===== config.mk =====
export PLATFORM = sky130hd
export DESIGN_NAME = fir_out_requant
export DESIGN_NICKNAME = d
export VERILOG_FILES = /design/src/rtl/fir_out_requant.sv
export SDC_FILE = /design/constraint.sdc
export NUM_CORES = 1
export LEC_CHECK = 0
export CORE_UTILIZATION = 62
export DETAILED_ROUTE_END_ITERATION = 12
export DONT_BUFFER_PORTS = 1
export PLACE_DENSITY = 0.75
export SYNTH_ARGS = -nofsm -noshare
export SYNTH_HDL_FRONTEND = slang
export SYNTH_SLANG_ARGS = --single-unit

===== constraint.sdc =====
create_clock -name clk -period 3.45 [get_ports clk]
set_clock_uncertainty 0.1 [all_clocks]
set_input_delay 0.69 -clock clk [delete_from_list [all_inputs] [get_ports clk]]
set_output_delay 0.69 -clock clk [all_outputs]
set_load 0.05 [all_outputs]

===== src/rtl/fir_out_requant.sv =====
// FIR output requantizer: decimate, round-half-up, narrow to 8 bits, buffer in a FWFT FIFO.
// Define FIR_OUT_SAT_EN for clamping to [-128,127] with a sticky ovf flag; default wraps.
module fir_out_requant #(
   parameter int SHIFT = 7,
   parameter int DECIM = 2,
   parameter int DEPTH = 4
) (
   input  logic               clk,
   input  logic               rst,
   input  logic               in_valid,
   input  logic signed [17:0] in_data,
   output logic               out_valid,
   input  logic               out_ready,
   output logic signed [7:0]  out_data,
   output logic [4:0]         fill,
   output logic               drop,
   output logic               ovf
);
   localparam int AW = $clog2(DEPTH);
   localparam logic [3:0] DCNT_LAST = 4'(DECIM - 1);
   localparam logic [4:0] FILL_MAX = 5'(DEPTH);
   localparam logic signed [18:0] HALF = 19'sd1 <<< (SHIFT - 1);

   function automatic logic signed [18:0] round_shift(input logic signed [17:0] x);
      logic signed [18:0] biased;
      biased = $signed({x[17], x}) + HALF;
      return biased >>> SHIFT;
   endfunction

   function automatic logic [7:0] narrow8(input logic signed [18:0] r);
`ifdef FIR_OUT_SAT_EN
      if (r > 19'sd127) return 8'h7f;
      if (r < -19'sd128) return 8'h80;
`endif
      return r[7:0];
   endfunction

`ifdef FIR_OUT_SAT_EN
   function automatic logic sat_hit(input logic signed [18:0] r);
      return (r > 19'sd127) || (r < -19'sd128);
   endfunction
`endif

   logic [3:0]         dcnt_q, dcnt_d;
   logic               keep;
   logic signed [18:0] rnd;
   logic [7:0]         res_p1_q;
   logic               kept_p1_q;
   logic [7:0]         mem_q [DEPTH];
   logic [AW-1:0]      wptr_q, rptr_q;
   logic [4:0]         fill_q, fill_d;
   logic               drop_q, drop_d;
   logic               pop, full, wr_en;

   assign keep = in_valid && (dcnt_q == 4'd0);
   assign rnd  = round_shift(in_data);

   always_comb begin
      dcnt_d = dcnt_q;
      if (in_valid) dcnt_d = (dcnt_q == DCNT_LAST) ? 4'd0 : dcnt_q + 4'd1;
   end

   always_ff @(posedge clk or negedge rst) begin
      if (!rst) dcnt_q <= '0;
      else      dcnt_q <= dcnt_d;
   end

   // Stage 1: registered requantized sample and its kept flag
   always_ff @(posedge clk or negedge rst) begin
      if (!rst) begin
         res_p1_q  <= '0;
         kept_p1_q <= 1'b0;
      end else begin
         kept_p1_q <= keep;
         if (keep) res_p1_q <= narrow8(rnd);
      end
   end

`ifdef FIR_OUT_SAT_EN
   logic ovf_q;
   always_ff @(posedge clk or negedge rst) begin
      if (!rst)                      ovf_q <= 1'b0;
      else if (keep && sat_hit(rnd)) ovf_q <= 1'b1;
   end
   assign ovf = ovf_q;
`else
   assign ovf = 1'b0;
`endif

   // Stage 2: FIFO write; when full, a same-cycle pop frees the slot being written
   assign out_valid = (fill_q != 5'd0);
   assign pop       = out_valid && out_ready;
   assign full      = (fill_q == FILL_MAX);
   assign wr_en     = kept_p1_q && (!full || pop);
   assign drop_d    = kept_p1_q && full && !pop;
   assign fill_d    = fill_q + 5'(wr_en) - 5'(pop);

   always_ff @(posedge clk) begin
      if (wr_en) mem_q[wptr_q] <= res_p1_q;
   end

   always_ff @(posedge clk or negedge rst) begin
      if (!rst) begin
         wptr_q <= '0;
         rptr_q <= '0;
         fill_q <= '0;
         drop_q <= 1'b0;
      end else begin
         if (wr_en) wptr_q <= wptr_q + AW'(1);
         if (pop)   rptr_q <= rptr_q + AW'(1);
         fill_q <= fill_d;
         drop_q <= drop_d;
      end
   end

   assign out_data = out_valid ? $signed(mem_q[rptr_q]) : 8'sd0;
   assign fill     = fill_q;
   assign drop     = drop_q;
endmodule


==> reports/results.ini <==
[status]
status=finished clean

[clocking]
htreeDepth=2
clk_latency_ns=0.31
cts.sinks=55
clkTransAtPathRegs_ns=0.09
root_buffer=clkbuf_8
post_cts_buffers=0
numCtsBuffers=5
clock_tree.buffer_depth=2
cts_tree=done

[pwr]
swShare_pct=41.60
clkPwrFrac_pct=14.6
p_leak_uw=0.001017
powerDensity_nw_per_um2=938.3
pwr-share-seq_pct=47.0
intPower_uw=1424
pwr-share-comb_pct=38.4
vdd_drop_max_v=0.0004760
switching_power_uw=1014

[floorplan]
ioPinCount=38
initial_utilization_pct=65.62
die_h_um=64.72
core-area_um2=3716
dieArea_um2=4188
placementRows=22
dieWidth_um=64.72

[setup_path]
cp_data_required_time_ns=3.58
critPathMaxFanout=8
crit_path_end_kind=register
crit_path_start_kind=register
cp_data_arrival_time_ns=3.03
setup.worst_path.class=reg -> reg

[timing]
rsz0062_at_grt=false
hold_viol=0
slew_headroom_pct=29.96
max_freq_ghz=0.3446
slew_violations=0
period_needed_ns=2.902
finalWorstSetupSlack_ns=0.5484
tightest_slew_ns=1.047
fin_tns_setup_ns=0
fin_crit_sh_pct=84.10
setup_viol=0

[synth]
synth.cells.most_frequent=edfxtp_1, dfrtp_1, and2_1
yosysMostFrequentCell=edfxtp_1
synth_area_um2=2439
ys_ff_latch=55
yosys.area.top_type=edfxtp_1
synthFlopType=edfxtp_1
synth_fp_nets=203
yosysTopAreaCellShare_pct=39.40
ys_warn_count=0
yosysUniqueCellTypes=29
synth-edff-count=32
synthArstFlopShare_pct=41.82
synth_area_per_cell_um2=14.43
synth.yosys.seq_area_share_pct=63.01
synthTopCellsByArea=edfxtp_1, dfrtp_1, mux4_2, ha_1, xnor2_1
syn_inst=169

[global_route]
grt_max_degree=24
antenna_found_initial=0
grt_use_total_pct=20.62
grt_pass1_vias=1324
gr-total-overflow=0
grt_pass1_wl_mm=6.009

[drt]
firstDrtPassIters=4
drc=0
drt_iter0_drc=30
vias=1243
routedWlPerCell_um=16.01
viasPerCell=5.524
ant_nets=0
drt-total-wl_mm=3.603

[placement]
hpwl_mm=2.595
gp_congestion=0.7590
numPortBuffers=0
dpl_worst_slack_ns=0.5813
place_area_um2=2495

[final_layout]
drive_gt1_share_pct=14.12
regArea_um2=1536
final_nets=210
num_antenna_cells=0
fillers=254
multi_input_area_um2=823.3
area_delta_synth_final_pct=6.567
finalInstanceArea_um2=2599

[job]
maxCapViolations=0

[hold_path]
hold_path_class=in -> reg

-- per-stage QoR --
step           total power (uW)  cells  util, %  hold slack [ns]
6_report                   2438    225    69.93           0.3539
5_1_grt                    2584    225    69.93           0.3478
4_1_cts                    2468    225    69.93           0.3456
3_5_place_dp               2104    216    67.14           0.2949
3_3_place_gp               2050    216    67.14           0.2949
2_1_floorplan              1942    169        -           0.2944
-- flip-flops by register name, indices dropped and copies added, names as in the netlist --
signal	cells
dcnt_q	4
drop	1
rptr_q	2
res_p1_q	8
mem_q	32
fill	5
kept_p1_q	1
wptr_q	2
-- cell families (layout without fill, tap and decap cells) --
group / Yosys count / in the layout / synth area share [%]
other: 1 / 1 / 0.1538
buffers and inverters: 17 / 25 / 3.232
AND/OR/NAND/NOR: 45 / 45 / 10.00
AO/OA/AOI/OAI: 13 / 13 / 3.181
flip-flops: 55 / 55 / 63.01
multiplexers: 9 / 9 / 7.850
XOR/XNOR: 17 / 17 / 6.106
adder cells (fa/ha/maj): 12 / 12 / 6.465
-- per-layer routing --
metal / track usage, % / vias to the layer above / part of all wire (%)
li1: - / 600 / -
met1: 24.06 / 610 / 42
met2: 34.64 / 27 / 51
met3: 7.218 / 6 / 4.9
met4: 8.333 / 0 / 1.7
met5: 0 / - / 0
-- final timing paths --
| kind | startpoint | to | slack, ns | cells past startpoint |
|---|---|---|---|---|
| setup / recovery | fill[0]$_DFF_PN0_ | fill[4]$_DFF_PN0_ | 0.55 | 11 |
| hold / removal | in_valid | dcnt_q[0]$_DFFE_PN0P_ | 0.35 | 1 |
| setup reg to reg | fill[0]$_DFF_PN0_ | fill[4]$_DFF_PN0_ | 0.55 | 11 |
| hold reg to reg | dcnt_q[3]$_DFFE_PN0P_ | dcnt_q[3]$_DFFE_PN0P_ | 0.39 | 1 |
| max in group asynchronous | rst | dcnt_q[1]$_DFFE_PN0P_ | 1.71 | 1 |
| min in group asynchronous | rst | rptr_q[0]$_DFFE_PN0N_ | 0.91 | 1 |
-- power groups by stage --
| stage | combinational [uW] | sequential (uW) | clock, uW |
|---|---|---|---|
| 6_report | 937 | 1150 | 356 |
| 5_1_grt | 1020 | 1170 | 389 |
| 4_1_cts | 951 | 1150 | 367 |
| 3_5_place_dp | 937 | 1170 | 0 |
| 3_3_place_gp | 906 | 1140 | 0 |
| 2_1_floorplan | 796 | 1150 | 0 |
-- repair_timing --
action	CTS	global route
hold buffers	1	0
endpoints found under the setup margin	0	0
gates resized for setup	0	0
hold endpoints to repair	23	0
-- worst max-delay path: stages, from the launching register on --
cell,delay (ns)
dfrtp_1,0.70
nor3_2,0.13
a31oi_2,0.40
inv_1,0.09
ha_1,0.28
inv_1,0.04
ha_1,0.20
fa_1,0.44
a21oi_1,0.16
nor2_1,0.06
nor2_1,0.11
xnor2_1,0.13
-- cells in the final DEF (no fill, tap or decap) --
cell,Yosys,routed
edfxtp_1,32,32
dfrtp_1,23,23
and2_1,13,13
inv_1,12,12
nand2_1,12,12
xnor2_1,12,12
ha_1,11,11
mux4_2,8,8
nor2_1,7,7
o21ai_0,6,6
clkbuf_8,0,6
xor2_1,5,5
nand3_1,5,5
buf_4,1,4
nor3_2,2,2
a21o_1,2,2
a21oi_1,2,2
o21ai_1,2,2
nand4_1,2,2
nand2b_1,1,1
a31oi_2,1,1
nor3b_2,1,1
nand3_2,1,1
mux2_2,1,1
nor3_1,1,1
fa_1,1,1
conb_1,1,1
clkinv_1,0,1
clkinvlp_4,0,1
dlygate4sd3_1,0,1
-- area by class of cell --
class | instances | area share [%]
clock buffers | 6 | 3.178
well taps | 48 | 2.311
repair buffers | 5 | 1.541
clock inverters | 2 | 0.4333
inverters | 12 | 1.733
flip-flops and latches | 55 | 59.12
multi-input cells | 97 | 31.68
No activity file was read; power rests on OpenSTA's default activity.
